$ cat config.mk
export PLATFORM = sky130hd
export DESIGN_NAME = led_sched_ctrl
export DESIGN_NICKNAME = d
export VERILOG_FILES = /design/src/rtl/led_sched_pkg.sv /design/src/rtl/tick_prescaler.sv /design/src/rtl/led_sched_ctrl.sv
export SDC_FILE = /design/constraint.sdc
export NUM_CORES = 1
export LEC_CHECK = 0
export BUFFER_PORTS_ARGS = -buffer_cell sky130_fd_sc_hd__buf_2
export CAP_MARGIN = 10
export CORE_MARGIN = 5
export CORE_UTILIZATION = 40
export DETAILED_ROUTE_END_ITERATION = 8
export SLEW_MARGIN = 5
export SYNTH_ARGS = -nofsm -noshare
export SYNTH_HDL_FRONTEND = slang
export SYNTH_HIERARCHICAL = 1
export SYNTH_SLANG_ARGS = --single-unit
$ cat constraint.sdc
create_clock -name CLK -period 3.8 [get_ports CLK]
set_input_delay 0.19 -clock CLK [delete_from_list [all_inputs] [get_ports CLK]]
set_output_delay 0.19 -clock CLK [all_outputs]
set_load 0.005 [all_outputs]
$ cat src/rtl/led_sched_pkg.sv
// Shared types for the scheduled LED pattern engine: pattern modes and the
// packed configuration word held while a new setting waits for its apply point.
package led_sched_pkg;

    typedef enum logic [1:0] {
        MODE_OFF    = 2'd0,
        MODE_BLINK  = 2'd1,
        MODE_CHASE  = 2'd2,
        MODE_BOUNCE = 2'd3
    } mode_e;

    localparam mode_e DEFAULT_MODE_C = MODE_BLINK;

    // Divisor field width; the controller's CNT_W defaults to this value.
    localparam int CFG_DIV_W = 26;

    typedef struct packed {
        mode_e                mode;
        logic [CFG_DIV_W-1:0] div;
    } cfg_t;

endpackage

$ cat src/rtl/tick_prescaler.sv
// Shared step prescaler: counts enabled cycles up to a stored terminal value
// and emits a registered one-cycle tick on each wrap.
module tick_prescaler #(
    parameter int          CNT_W       = 26,
    parameter int unsigned DEFAULT_DIV = 50_000_000
) (
    input  logic             clk,
    input  logic             rst,
    input  logic             enable,
    input  logic             load,
    input  logic [CNT_W-1:0] load_term,
    output logic             wrap,
    output logic             tick
);

    localparam logic [CNT_W-1:0] RESET_TERM = CNT_W'(DEFAULT_DIV - 1);

    logic [CNT_W-1:0] cnt_q, cnt_d;
    logic [CNT_W-1:0] term_q, term_d;
    logic             tick_q, tick_d;

    always_comb begin
        wrap   = enable && (cnt_q == term_q);
        cnt_d  = cnt_q;
        term_d = term_q;
        tick_d = wrap;
        // A load restarts the step from zero so no partial step uses the old divisor.
        if (load) begin
            cnt_d  = '0;
            term_d = load_term;
        end else if (wrap) begin
            cnt_d = '0;
        end else if (enable) begin
            cnt_d = cnt_q + 1'b1;
        end
    end

    always_ff @(posedge clk) begin
        if (rst) begin
            cnt_q  <= '0;
            term_q <= RESET_TERM;
            tick_q <= 1'b0;
        end else begin
            cnt_q  <= cnt_d;
            term_q <= term_d;
            tick_q <= tick_d;
        end
    end

    assign tick = tick_q;

endmodule

$ cat src/rtl/led_sched_ctrl.sv
// Scheduled multi-LED pattern engine: valid/ready config port, a single pending
// slot applied on a step boundary, and the OFF/BLINK/CHASE/BOUNCE pattern FSM.
module led_sched_ctrl
    import led_sched_pkg::*;
#(
    parameter int          NUM_LEDS     = 3,
    parameter int          CNT_W        = CFG_DIV_W,
    parameter int unsigned DEFAULT_DIV  = 50_000_000,
    parameter logic [1:0]  DEFAULT_MODE = 2'(DEFAULT_MODE_C)
) (
    input  logic                CLK,
    input  logic                RST,
    input  logic                enable,
    input  logic                cfg_valid,
    output logic                cfg_ready,
    input  logic [1:0]          cfg_mode,
    input  logic [CNT_W-1:0]    cfg_div,
    output logic [NUM_LEDS-1:0] led,
    output logic                tick,
    output logic [1:0]          mode_o
);

    logic                pending_q, pending_d;
    cfg_t                pend_q, pend_d;
    mode_e               mode_q, mode_d;
    logic [NUM_LEDS-1:0] led_q, led_d;
    logic                dir_up_q, dir_up_d;
    logic                accept, apply, wrap;
    logic [CNT_W-1:0]    div_clamped;
    logic [CNT_W-1:0]    apply_term;

    function automatic logic [NUM_LEDS-1:0] init_led(input mode_e m);
        logic [NUM_LEDS-1:0] v;
        v = '0;
        if (m == MODE_CHASE || m == MODE_BOUNCE) v[0] = 1'b1;
        return v;
    endfunction

    tick_prescaler #(
        .CNT_W       (CNT_W),
        .DEFAULT_DIV (DEFAULT_DIV)
    ) u_prescaler (
        .clk       (CLK),
        .rst       (RST),
        .enable    (enable),
        .load      (apply),
        .load_term (apply_term),
        .wrap      (wrap),
        .tick      (tick)
    );

    always_comb begin
        accept      = cfg_valid && !pending_q;
        // With the prescaler frozen there is no wrap to wait for, so apply at once.
        apply       = pending_q && (wrap || !enable);
        div_clamped = (cfg_div == '0) ? CNT_W'(1) : cfg_div;
        apply_term  = CNT_W'(pend_q.div) - 1'b1;

        pending_d = pending_q;
        pend_d    = pend_q;
        mode_d    = mode_q;
        led_d     = led_q;
        dir_up_d  = dir_up_q;

        if (apply) begin
            pending_d = 1'b0;
        end else if (accept) begin
            pending_d   = 1'b1;
            pend_d.mode = mode_e'(cfg_mode);
            pend_d.div  = CFG_DIV_W'(div_clamped);
        end

        if (apply) begin
            mode_d   = pend_q.mode;
            led_d    = init_led(pend_q.mode);
            dir_up_d = 1'b1;
        end else if (wrap) begin
            case (mode_q)
                MODE_OFF:    led_d = '0;
                MODE_BLINK:  led_d = ~led_q;
                MODE_CHASE:  led_d = {led_q[NUM_LEDS-2:0], led_q[NUM_LEDS-1]};
                MODE_BOUNCE: begin
                    // Turn around as soon as an end LED is lit, so ends dwell one step.
                    if (dir_up_q) begin
                        if (led_q[NUM_LEDS-1]) begin
                            led_d    = led_q >> 1;
                            dir_up_d = 1'b0;
                        end else begin
                            led_d = led_q << 1;
                        end
                    end else begin
                        if (led_q[0]) begin
                            led_d    = led_q << 1;
                            dir_up_d = 1'b1;
                        end else begin
                            led_d = led_q >> 1;
                        end
                    end
                end
                default:     led_d = '0;
            endcase
        end
    end

    always_ff @(posedge CLK) begin
        if (RST) begin
            pending_q <= 1'b0;
            pend_q    <= '0;
            mode_q    <= mode_e'(DEFAULT_MODE);
            led_q     <= '0;
            dir_up_q  <= 1'b1;
        end else begin
            pending_q <= pending_d;
            pend_q    <= pend_d;
            mode_q    <= mode_d;
            led_q     <= led_d;
            dir_up_q  <= dir_up_d;
        end
    end

    assign cfg_ready = !pending_q;
    assign led       = led_q;
    assign mode_o    = mode_q;

endmodule

Word level (Yosys, flattened, before mapping) --
Cells that the tools add are included.
Operators by class: add/subtract/negate cells 2, eq/ne operators 6, muxes and demuxes 11, bitwise gates (word level) 2, reductions and logical operators 14
Operator list (count):
- 26-bit by 1-bit adder with 26-bit output, second input constant | 1
- 26-bit == test | 1
- 26-bit logical NOT | 1
- 26-bit 2-to-1 mux | 1
- 26-bit by 1-bit subtractor with 26-bit output, second input constant | 1
- 3-bit one-hot mux with 4 select lines | 1
- 3-bit 2-to-1 mux | 3
- 2-bit == test, second input constant | 4
- 1-bit 2-to-1 mux | 6
- 2-bit AND reduction | 2
- 1-bit logical AND | 3
- 3-bit NOT | 1
- 3-bit OR reduction | 1
- 2-bit by 1-bit == test with 1-bit output, second input constant | 1
- 1-bit logical NOT | 2
- 2-bit logical NOT | 1
- 1-bit logical OR | 2
- 2-bit nonzero test | 1
- 2-bit OR reduction | 1
- 1-bit NOT | 1
Word-level totals: bits in registers 88, input port bits 32, word-level logic and storage cells 45

Longest topological paths before layout --
Gate-level depths: netlist of run 1.
depth in word-level cells 6, depth in mapped cells 14, depth with buffers taken out 10

By module --
Netlist of run 1, hierarchy kept.
Modules (own cells, without submodules):
- tick_prescaler | times used 1, cells each 256, area each 2497.4 um2
- led_sched_ctrl | times used 1, cells each 248, area each 1885.6 um2

Worst setup path after synthesis of run 1 --
Ideal clock, no wire load.
path kind register to register, start point reg u_prescaler.cnt_q[2], end point reg u_prescaler.term_q[16], library setup time 128 ps, data arrival time 2591 ps, slack 1082 ps, stages on the path, launching flop included 13, path through dfxtp_1 xnor2_1 nand4_1 nor4_2 and4_1 inv_1 a21o_1 inv_1 clkbuf_1 buf_2 buf_2 mux2i_1 nor2_1
On the way: longest elaborated chain between the ends 4
RTL lines:
- start: declaration | RTL line tick_prescaler.sv:18 | logic [CNT_W-1:0] cnt_q, cnt_d;
- start signal: assignment | RTL line tick_prescaler.sv:44 | cnt_q <= cnt_d;
- 26-bit == test | RTL line tick_prescaler.sv:23 | wrap = enable && (cnt_q == term_q);
- 1-bit logical AND | RTL line tick_prescaler.sv:23
- net wrap | RTL line led_sched_ctrl.sv:28 | logic accept, apply, wrap;
- 1-bit logical OR | RTL line led_sched_ctrl.sv:55 | apply = pending_q && (wrap || !enable);
- 1-bit logical AND | RTL line led_sched_ctrl.sv:55
- net apply | RTL line led_sched_ctrl.sv:28
- end signal: assignment | RTL line tick_prescaler.sv:45 | term_q <= term_d;
- end: declaration | RTL line tick_prescaler.sv:19 | logic [CNT_W-1:0] term_q, term_d;
The timed path passes the listed nets, and every way through them passes these cells. A chain may end at the register's enable or synchronous reset.

Worst setup path after layout of run 1 --
start point reg u_prescaler.cnt_q[7], end point reg u_prescaler.term_q[16]
The elaborated chain is that of the path after synthesis.

==> flow_summary.ini, run 1 <==
[cts]
clk_pin_slew_worst_paths_ps = 100
postCtsSetupBuffers = 0
cts_buffers = 9
cts.root.buffer_cell = clkbuf_8
cts_htree_levels = 3
cts_buffer_depth = 2
clkSinkCount = 88
cts_tree = yes
cts_hold_buf = 0
worstSkewPairLatency_ps = 350
cts.repair.resized = 0

[worst_setup_path]
startpoint_type = flop
cp.depth = 10
slowest_stage = dfxtp_1
cp_cell_sequence = xnor2_1 > nand4_1 > nor4_2 > and4_1 > inv_1 > a21o_1 > inv_1 > buf_4 > mux2i_1 > nor2_1
crit_type = flop to flop
ff2ff_setup_slack_ps = 1020
crit_path_end_kind = flop
cp.arrival_ps = 2990
crit_family = simple AND/OR/NAND/NOR gates
reg2regPathDepth = 10
critPathRequiredTime_ps = 4020
crit_buf_inv = 3
crit_top_cell = inv_1
cp_slowest_stage_delay_ps = 470
critPathMaxFanout = 47

[global_route]
grt_pass1_wl_um = 16210
grt_max_degree = 48
overflow = 0
grt_usage_pct = 15.15
grt_pass1_vias = 3371
antenna_found_initial = 0

[pwr]
leakagePower_nw = 1.848
cellPowerDensity_nw_per_um2 = 405.1
p_clk_share_pct = 35.6
swShare_pct = 27.54
seq_power_share_pct = 51.2
intPower_mw = 1.422
power_switching_uw = 540.5
vdd_drop_max_mv = 0.2333
pwr-share-comb_pct = 13.2

[logic_synthesis]
synth_area_um2 = 4383
synth-edff-count = 0
synthTopCellsByArea = dfxtp_1 40%, xnor2_1 7.4%, nand2_1 7.0%, xor2_1 7.0%, nor2_1 4.8%
yosysTopAreaCell = dfxtp_1
synth-async-reset-ratio_pct = 0
synth_cells = 504
avgSynthCellArea_um2 = 8.696
yosysMostFrequentCell = dfxtp_1
synth_seq_cells = 88
syn_nets = 538
ys_warn_count = 6
synthDistinctLibCells = 56
ys_seq_area_share_pct = 40.19
synth_top_area_share_pct = 40.19
ys.flop_type = dfxtp_1
synth_common_cells = 88 x dfxtp_1, 82 x nand2_1, 56 x nor2_1, 37 x xnor2_1, 35 x xor2_1

[timing]
setup_viol = 0
fin_ws_ps = 1021
rsz0062_at_grt = no
fin_skew_ps = 12.57
fin_setup_tns_ps = 0
finalHoldViolations = 0
max-slew-margin-rel_pct = 39.31
whs_ps = 70.00
post-route-period-util_pct = 73.14
maxSlewViolCount = 0
min_period_ps = 2779
max_freq_ghz = 0.3598
tightest_slew_ps = 908.2

[routing]
vias = 3472
first_pass_iters = 4
drtIter0Drc = 166
ant_nets = 0
avgRoutedWirePerCell_um = 14.17
via_per_inst = 5.136
drcViolationCount = 0
wirelength_um = 9580

[die]
die_w_um = 114.7
io-pin-count = 39
floorplan.initialDensity_pct = 40.61
fp-row-count = 38
die_area_um2 = 13150
design.core.area_um2 = 10790
die_y_um = 114.7

[finish]
layout.nets = 565
area_growth_syn_to_layout_pct = 10.53
final_util_pct = 44.89
nFillCells = 1089
drive_gt1_share_pct = 14.55
antenna_cells = 0
final_area_um2 = 4845

[placement]
dpl.hpwl_um = 7118
numPortBuffers = 38
gp_congestion = 0.8040
post-place-ws_ps = 1069
dpl_cell_area_um2 = 4629

[flow_run]
drv_cap = 0

[min_path]
hp-class = input port to flop
whs_path_depth = 3

[run_status]
status = finished, final reports clean
tightest hold or removal path, delay by kind of cell:
kind | cells | cell delay (ps)
AOI/OAI and AO/OA | 1 | 50
buffers and inverters | 1 | 100
and+or+nand+nor | 1 | 50
kinds of logic after synthesis:
family,count (synthesis),share of synthesized area [%]
simple gates,234,28.55
flops,88,40.19
xor+xnor,72,14.39
compound gates,66,10.25
buf+inv,33,3.996
mux,9,2.055
fa+ha+maj,2,0.5708
layout make-up:
class	instances	area, µm²	share of cell area (%)
clock buffer	11	151.4	3.125
clock inverter	5	63.81	1.317
inverter	7	26.28	0.5424
multi-input combinational	383	2446	50.49
sequential	88	1762	36.36
tap	140	175.2	3.616
timing repair buffer	42	220.2	4.545
final timing paths:
check / from / to
worst max-delay path: u_prescaler/cnt_q[7]$_SDFFE_PP0P_ / u_prescaler/term_q[16]$_SDFFE_PP0P_
worst min register to register: pend_q[25]$_SDFFE_PP0P_ / pend_q[25]$_SDFFE_PP0P_
worst min-delay path: cfg_mode[1] / pend_q[27]$_SDFFE_PP0P_
worst max register to register: u_prescaler/cnt_q[7]$_SDFFE_PP0P_ / u_prescaler/term_q[16]$_SDFFE_PP0P_
placed cells by master (no fill, tap or decap), drive strengths merged, types with 2 or more instances in the layout:
cell type and instances:
dfxtp 88, nand2 82, nor2 59, buf 42, xnor2 37, xor2 35, a21oi 30, nor2b 21
a211o 19, nand4 19, nor4 14, clkbuf 11, nand3 9, mux2i 9, nor3 9, inv 8
nand2b 5, or4 5, and4 4, o21ai 2, a31oi 2, ha 2, clkinv 2, and3 2
nor3b 2
power by group through the flow:
stage	logic, mW	registers [mW]	clock network, mW
after floorplan	0.208	1.01	0
after global placement	0.254	1.03	0
after detailed placement	0.261	1.03	0
after CTS	0.262	1.01	0.709
after global routing	0.292	1.01	0.752
final	0.259	1.01	0.698
registers in the layout (all words and copies together), names as in the netlist:
name / cells
pend_q: 28
u_prescaler/cnt_q: 26
u_prescaler/term_q: 26
led: 3
mode_o: 2
dir_up_q: 1
pending_q: 1
u_prescaler/tick: 1
stage by stage:
step           power, mW  std cells
2_1_floorplan      1.220        504
3_3_place_gp       1.280        660
3_5_place_dp       1.288        660
4_1_cts            1.976        676
5_1_grt            2.055        676
6_report           1.962        676
metal layers:
layer	track usage, %	wire [µm]
met2	24.68	4430
met3	3.541	301
met1	20.54	4774
met4	3.088	74
met5	0	0
Note: power is estimated with default switching activity, not from simulation.
==> inputs of run 2 (changes only) <==
==> constraint.sdc (replaced) <==
create_clock -name CLK -period 2.2 [get_ports CLK]
set_input_delay 0.11 -clock CLK [delete_from_list [all_inputs] [get_ports CLK]]
set_output_delay 0.11 -clock CLK [all_outputs]
set_load 0.005 [all_outputs]
==> run 2 against run 1 <==
  * The flow now finishes with violations (negative setup slack)
  * Register-to-register slack worse by 1000 ps
  * Clock-buffer cell count shrank 1
  * Power is 78% higher
  * Fmax is 26% higher
  * Clock skew shrank 1.7 ps
  * Die area did not move
  * Worst setup slack worse by 1000 ps
  * Clock power grew 69%
  * Hold slack lost 40 ps
  * Via count increased by 7.5%
  * Global-route usage rose by 1.3 points
  * Critical endpoint is now u_prescaler/cnt_q[3]$_SDFFE_PP0P_
  * Largest power group unchanged
==> flow_summary.ini, run 2 (synthesis results as in run 1) <==
[die]
die_y_um = 114.7
die_w_um = 114.7
io-pin-count = 39
floorplan.initialDensity_pct = 40.61
fp-row-count = 38
die_area_um2 = 13150
design.core.area_um2 = 10790

[placement]
dpl_cell_area_um2 = 4887
gp_congestion = 0.8385
dpl.hpwl_um = 7475
numPortBuffers = 38
place_inst = 689

[worst_setup_path]
critPathMaxFanout = 6
startpoint_type = flop
crit_path_end_kind = flop
critPathRequiredTime_ps = 2460
cp.arrival_ps = 2460
crit_type = flop to flop
reg2regPathDepth = 11

[timing]
maxSlewViolCount = 0
max-slew-margin-rel_pct = 59.08
min_period_ps = 2200
finalHoldViolations = 0
setup_viol = 1
fin_ws_ps = -0.05640
fin_skew_ps = 10.83
tightest_slew_ps = 612.4
max_freq_ghz = 0.4545
rsz0062_at_grt = yes
post-route-period-util_pct = 100.0

[pwr]
pwr-share-comb_pct = 16.5
vdd_drop_max_mv = 0.3958
leakagePower_nw = 2.226
swShare_pct = 27.95
p_clk_share_pct = 33.9
seq_power_share_pct = 49.6
intPower_mw = 2.518
cellPowerDensity_nw_per_um2 = 621.2
power_switching_uw = 976.7

[finish]
nFillCells = 982
max_flop_register = pend_q
layout_common_cells = 82 x nand2_1, 68 x dfxtp_1, 46 x nor2_1, 38 x buf_2, 35 x xor2_1
drive_gt1_share_pct = 26.42
top_regs = pend_q x28, u_prescaler/cnt_q x26, u_prescaler/term_q x26
final_area_um2 = 5625
layout.nets = 627
final_common_cell = nand2_1
largest_reg_flops = 28
final_cells = 738
area_growth_syn_to_layout_pct = 28.35
antenna_cells = 0

[run_status]
status = finished, violations left
violations = negative setup slack

[routing]
ant_nets = 0
first_pass_iters = 4
via_per_inst = 5.057
avgRoutedWirePerCell_um = 14.45
drtIter0Drc = 217
drcViolationCount = 0
wirelength_um = 10660
vias = 3732

[global_route]
grt_pass1_wl_um = 17300
overflow = 0
antenna_found_initial = 0
grt_max_degree = 34
grt_pass1_vias = 3522
grt_usage_pct = 16.43

[min_path]
whs_path_depth = 3
hp-class = input port to flop

[cts]
cts.root.buffer_cell = clkbuf_8
cts_htree_levels = 3
cts_tree = yes
clk_pin_slew_worst_paths_ps = 100
cts_buffer_depth = 2
worstSkewPairLatency_ps = 370
clkSinkCount = 88
cts_buffers = 9

[flow_run]
drv_cap = 0
## run 2: repair_timing
| item | in CTS | in global routing |
|---|---|---|
| endpoints found under the setup margin | 23 | 54 |
| buffers inserted | 0 | 1 |
| cloned | 0 | 4 |
| pin swaps | 1 | 19 |
| hold buffers | 28 | 0 |
| gates resized for setup | 5 | 39 |
| endpoints found under the hold margin | 28 | 0 |
## run 2: metal layers
| metal | GRT usage (%) | share of wire [%] | up-vias |
|---|---|---|---|
| met5 | 0 | 0 | - |
| met4 | 3.800 | 0.83 | 0 |
| met3 | 4.070 | 4.1 | 9 |
| met2 | 25.92 | 47 | 83 |
| met1 | 22.64 | 48 | 1730 |
| li1 | - | - | 1910 |
## run 2: layout make-up
cell class                      count  area [µm²]  area share, %
Timing Repair Buffer              104       840.8          14.95
Clock inverter                      6       73.82          1.312
Sequential cell                    88        1794          31.89
Inverter                            7       28.78         0.5116
Multi-Input combinational cell    383        2575          45.77
Clock buffer                       10       137.6          2.447
Tap cell                          140       175.2          3.114
## run 2: critical path, cell delays in order (launching register included)
cell and delay [ps]:
dfxtp_2 350, xnor2_2 170, nand4_1 130, nor4_2 340
and4_4 280, inv_2 40, a21o_1 180, inv_4 100
or2_4 120, a41o_4 160, clkbuf_16 170, nor2_1 50
## run 2: power by group through the flow
stage / combinational, mW / sequential (mW) / clock (mW)
2_1_floorplan: 0.366 / 1.75 / 0
6_report: 0.577 / 1.73 / 1.18
4_1_cts: 0.533 / 1.73 / 1.23
3_5_place_dp: 0.492 / 1.77 / 0
3_3_place_gp: 0.484 / 1.76 / 0
5_1_grt: 0.636 / 1.75 / 1.28
## run 2: through the flow
stage	utilization (%)	power [mW]	hold slack, ps	setup WS (ps)	setup TNS, ps
2_1_floorplan	-	2.113	225.8	-39.26	-710.4
3_3_place_gp	45.28	2.246	350.4	51.95	0
3_5_place_dp	45.28	2.258	359.0	3.576	0
4_1_cts	50.02	3.491	10.44	3.948	0
5_1_grt	52.12	3.664	36.80	-86.26	-2374
6_report	52.12	3.494	30.08	-0.05640	-0.05640
## run 2: worst paths after layout
check | to | startpoint | slack [ps]
worst max-delay path | u_prescaler/cnt_q[3]$_SDFFE_PP0P_ | u_prescaler/term_q[14]$_SDFFE_PP1P_ | -0.06
worst min-delay path | pend_q[3]$_SDFFE_PP0P_ | cfg_div[3] | 30
worst max register to register | u_prescaler/cnt_q[3]$_SDFFE_PP0P_ | u_prescaler/term_q[14]$_SDFFE_PP1P_ | -0.06
worst min register to register | pend_q[26]$_SDFFE_PP0P_ | pend_q[26]$_SDFFE_PP0P_ | 460
==> inputs of run 3 (changes only) <==
--- a/config.mk
+++ b/config.mk
@@ -5,6 +5,7 @@
 export SDC_FILE = /design/constraint.sdc
 export NUM_CORES = 1
 export LEC_CHECK = 0
+export ABC_AREA = 1
 export BUFFER_PORTS_ARGS = -buffer_cell sky130_fd_sc_hd__buf_2
 export CAP_MARGIN = 10
 export CORE_MARGIN = 5
==> run 3 against run 2 <==
  * The flow now finishes without violations
  * Hold slack got worse by 15 ps
  * Final cell count increased by 30%
  * Clock-buffer cell count increased by 1
  * First-iteration DRC count increased by 53%
  * Via count increased by 28%
  * Fmax increased by 7.1%
  * Area after synthesis increased by 11%
  * Non-clock buffer count decreased by 46
  * Global-route usage increased by 2.5 points
  * Clock power increased by 30%
  * Highest routed layer unchanged
==> flow_summary.ini, run 3 <==
[run_status]
status = finished, final reports clean

[logic_synthesis]
synth_area_um2 = 4851
ys.flop_type = dfxtp_1
avgSynthCellArea_um2 = 6.425
syn_nets = 789
yosysMostFrequentCell = nand2_1
synthDistinctLibCells = 31
synth-edff-count = 0
synth-async-reset-ratio_pct = 0
synthTopCellsByArea = dfxtp_1 36%, nand2_1 15%, nor2_1 11%, inv_1 8.0%, xor2_1 5.8%
ys_warn_count = 6
synth_common_cells = 193 x nand2_1, 143 x nor2_1, 103 x inv_1, 88 x dfxtp_1, 51 x o21ai_0
synth_top_area_share_pct = 36.32
synth_seq_cells = 88
ys_seq_area_share_pct = 36.32
synth_cells = 755
yosysTopAreaCell = dfxtp_1

[cts]
cts_htree_levels = 3
postCtsSetupBuffers = 0
cts_tree = yes
cts_buffer_depth = 2
cts_buffers = 9
clkSinkCount = 88
clk_pin_slew_worst_paths_ps = 60
worstSkewPairLatency_ps = 350
cts.root.buffer_cell = clkbuf_16

[pwr]
leakagePower_nw = 2.574
seq_power_share_pct = 45.4
intPower_mw = 2.767
cellPowerDensity_nw_per_um2 = 679.6
power_switching_mw = 1.088
p_clk_share_pct = 39.6
swShare_pct = 28.22
vdd_drop_max_mv = 0.4967
pwr-share-comb_pct = 15.0
power_mw = 3.854

[timing]
post-route-period-util_pct = 93.35
tightest_slew_ps = 500.5
max_freq_ghz = 0.4869
maxSlewViolCount = 0
min_period_ps = 2054
max-slew-margin-rel_pct = 66.59
setup_viol = 0
fin_skew_ps = 8.323
finalHoldViolations = 0
whs_ps = 15.44

[worst_setup_path]
crit_type = flop to flop
startpoint_type = flop
critPathRequiredTime_ps = 2420
critPathMaxFanout = 7
cp.arrival_ps = 2280
crit_path_end_kind = flop

[min_path]
hp-class = input port to flop

[die]
design.core.area_um2 = 11960
io-pin-count = 39
floorplan.initialDensity_pct = 40.55
die_area_um2 = 14430
fp-row-count = 40
die_w_um = 120.1
die_y_um = 120.1

[routing]
wirelength_um = 13680
drtIter0Drc = 332
via_per_inst = 4.978
drcViolationCount = 0
avgRoutedWirePerCell_um = 14.22
ant_nets = 0
vias = 4789
first_pass_iters = 5

[finish]
layout_common_cells = 191 x nand2_1, 140 x nor2_1, 101 x inv_1, 78 x dfxtp_1, 46 x o21ai_0
multi_input_area_um2 = 2656
ff_latch_area_um2 = 1774
final_common_cell = nand2_1
largest_reg_flops = 28
drive_gt1_share_pct = 14.36
top_regs = pend_q x28, u_prescaler/cnt_q x26, u_prescaler/term_q x26
layout.nets = 844
final_cells = 962
area_growth_syn_to_layout_pct = 16.92
nFillCells = 1229
antenna_cells = 0
max_flop_register = pend_q
final_area_um2 = 5672

[global_route]
grt_pass1_wl_um = 21690
grt_max_degree = 33
antenna_found_initial = 0
overflow = 0
grt_usage_pct = 18.90
grt_pass1_vias = 4519

[placement]
numPortBuffers = 38
place_inst = 939
dpl_cell_area_um2 = 5244
dpl.hpwl_um = 10390
gp_congestion = 0.9644

[flow_run]
drv_cap = 0
run 3: changes by cell type after synthesis, moves of 19 or more:
cell	delta
o21ai_0	+49
nand2_1	+111
nand3_1	+24
nor2_1	+87
xnor2_1	-32
nor2b_1	-20
a211o_1	-19
inv_1	+96
run 3: timing repair:
action                                 4_1_cts  5_1_grt
pin swaps                                    0        4
setup endpoints to repair                    7       50
hold buffers                                 4        0
gates resized for setup                      1       28
endpoints found under the hold margin        4        0
cloned                                       0        3
run 3: path summary, 6_finish.rpt:
path / start / to / slack (ps) / cells after the start
max: u_prescaler/cnt_q[6]$_SDFFE_PP0P_ / u_prescaler/cnt_q[13]$_SDFFE_PP0P_ / 150 / 14
min: cfg_div[16] / pend_q[16]$_SDFFE_PP0P_ / 20 / 3
max reg2reg: u_prescaler/cnt_q[6]$_SDFFE_PP0P_ / u_prescaler/cnt_q[13]$_SDFFE_PP0P_ / 150 / 14
min reg2reg: u_prescaler/term_q[12]$_SDFFE_PP1P_ / u_prescaler/term_q[12]$_SDFFE_PP1P_ / 480 / 2
run 3: power groups by stage:
stage | Sequential [mW] | Clock (mW) | Combinational, mW
after floorplan | 1.76 | 0 | 0.410
after detailed placement | 1.78 | 0 | 0.551
after CTS | 1.75 | 1.56 | 0.559
final | 1.75 | 1.53 | 0.580
after global routing | 1.76 | 1.64 | 0.655
after global placement | 1.78 | 0 | 0.547
run 3: cells by family (layout without fill, tap and decap cells):
family | after synthesis | after routing | share of synthesized area [%]
adders and majority gates | 2 | 2 | 0.5158
and+or+nand+nor | 400 | 400 | 34.12
buffers and inverters | 125 | 182 | 10.45
DFF | 88 | 88 | 36.32
AOI/OAI and AO/OA | 103 | 106 | 11.92
xor gates and xnor gates | 37 | 37 | 6.680
run 3: final cells by class:
type,instances,share of cell area [%]
clock buffer,11,4.103
tap,147,3.243
timing repair buffer,58,6.398
inverter,108,7.148
sequential,88,31.28
clock inverter,5,0.9927
multi-input combinational,545,46.83
run 3: worst max-delay path, cell delays in order, from the launching register on:
cell and delay [ps]:
dfxtp_1 430, inv_2 60, nand2_1 60, nand2_1 60, nor2_1 100, nand2_1 70, nor2_1 90, nand2_1 90
nor2_2 170, inv_2 100, a21oi_4 210, inv_1 90, nand2_2 120, o21bai_4 210, nor2_1 80
run 3: through the flow:
| step | TNS, ps | util, % | setup WS [ps] |
|---|---|---|---|
| finish | 0 | 47.42 | 146.3 |
| global placement | 0 | 43.84 | 61.98 |
| floorplan | 0 | - | 61.06 |
| global route | -126.8 | 47.42 | -22.17 |
| CTS | 0 | 46.61 | 2.522 |
| detailed placement | -3.630 | 43.84 | -3.630 |
run 3: layer usage:
layer / vias up / wire length, µm / track usage [%]
met4: 0 / 280 / 7.659
li1: 2454 / - / -
met2: 123 / 6329 / 30.49
met1: 2196 / 6418 / 25.09
met5: - / 0 / 0
met3: 16 / 653 / 3.110
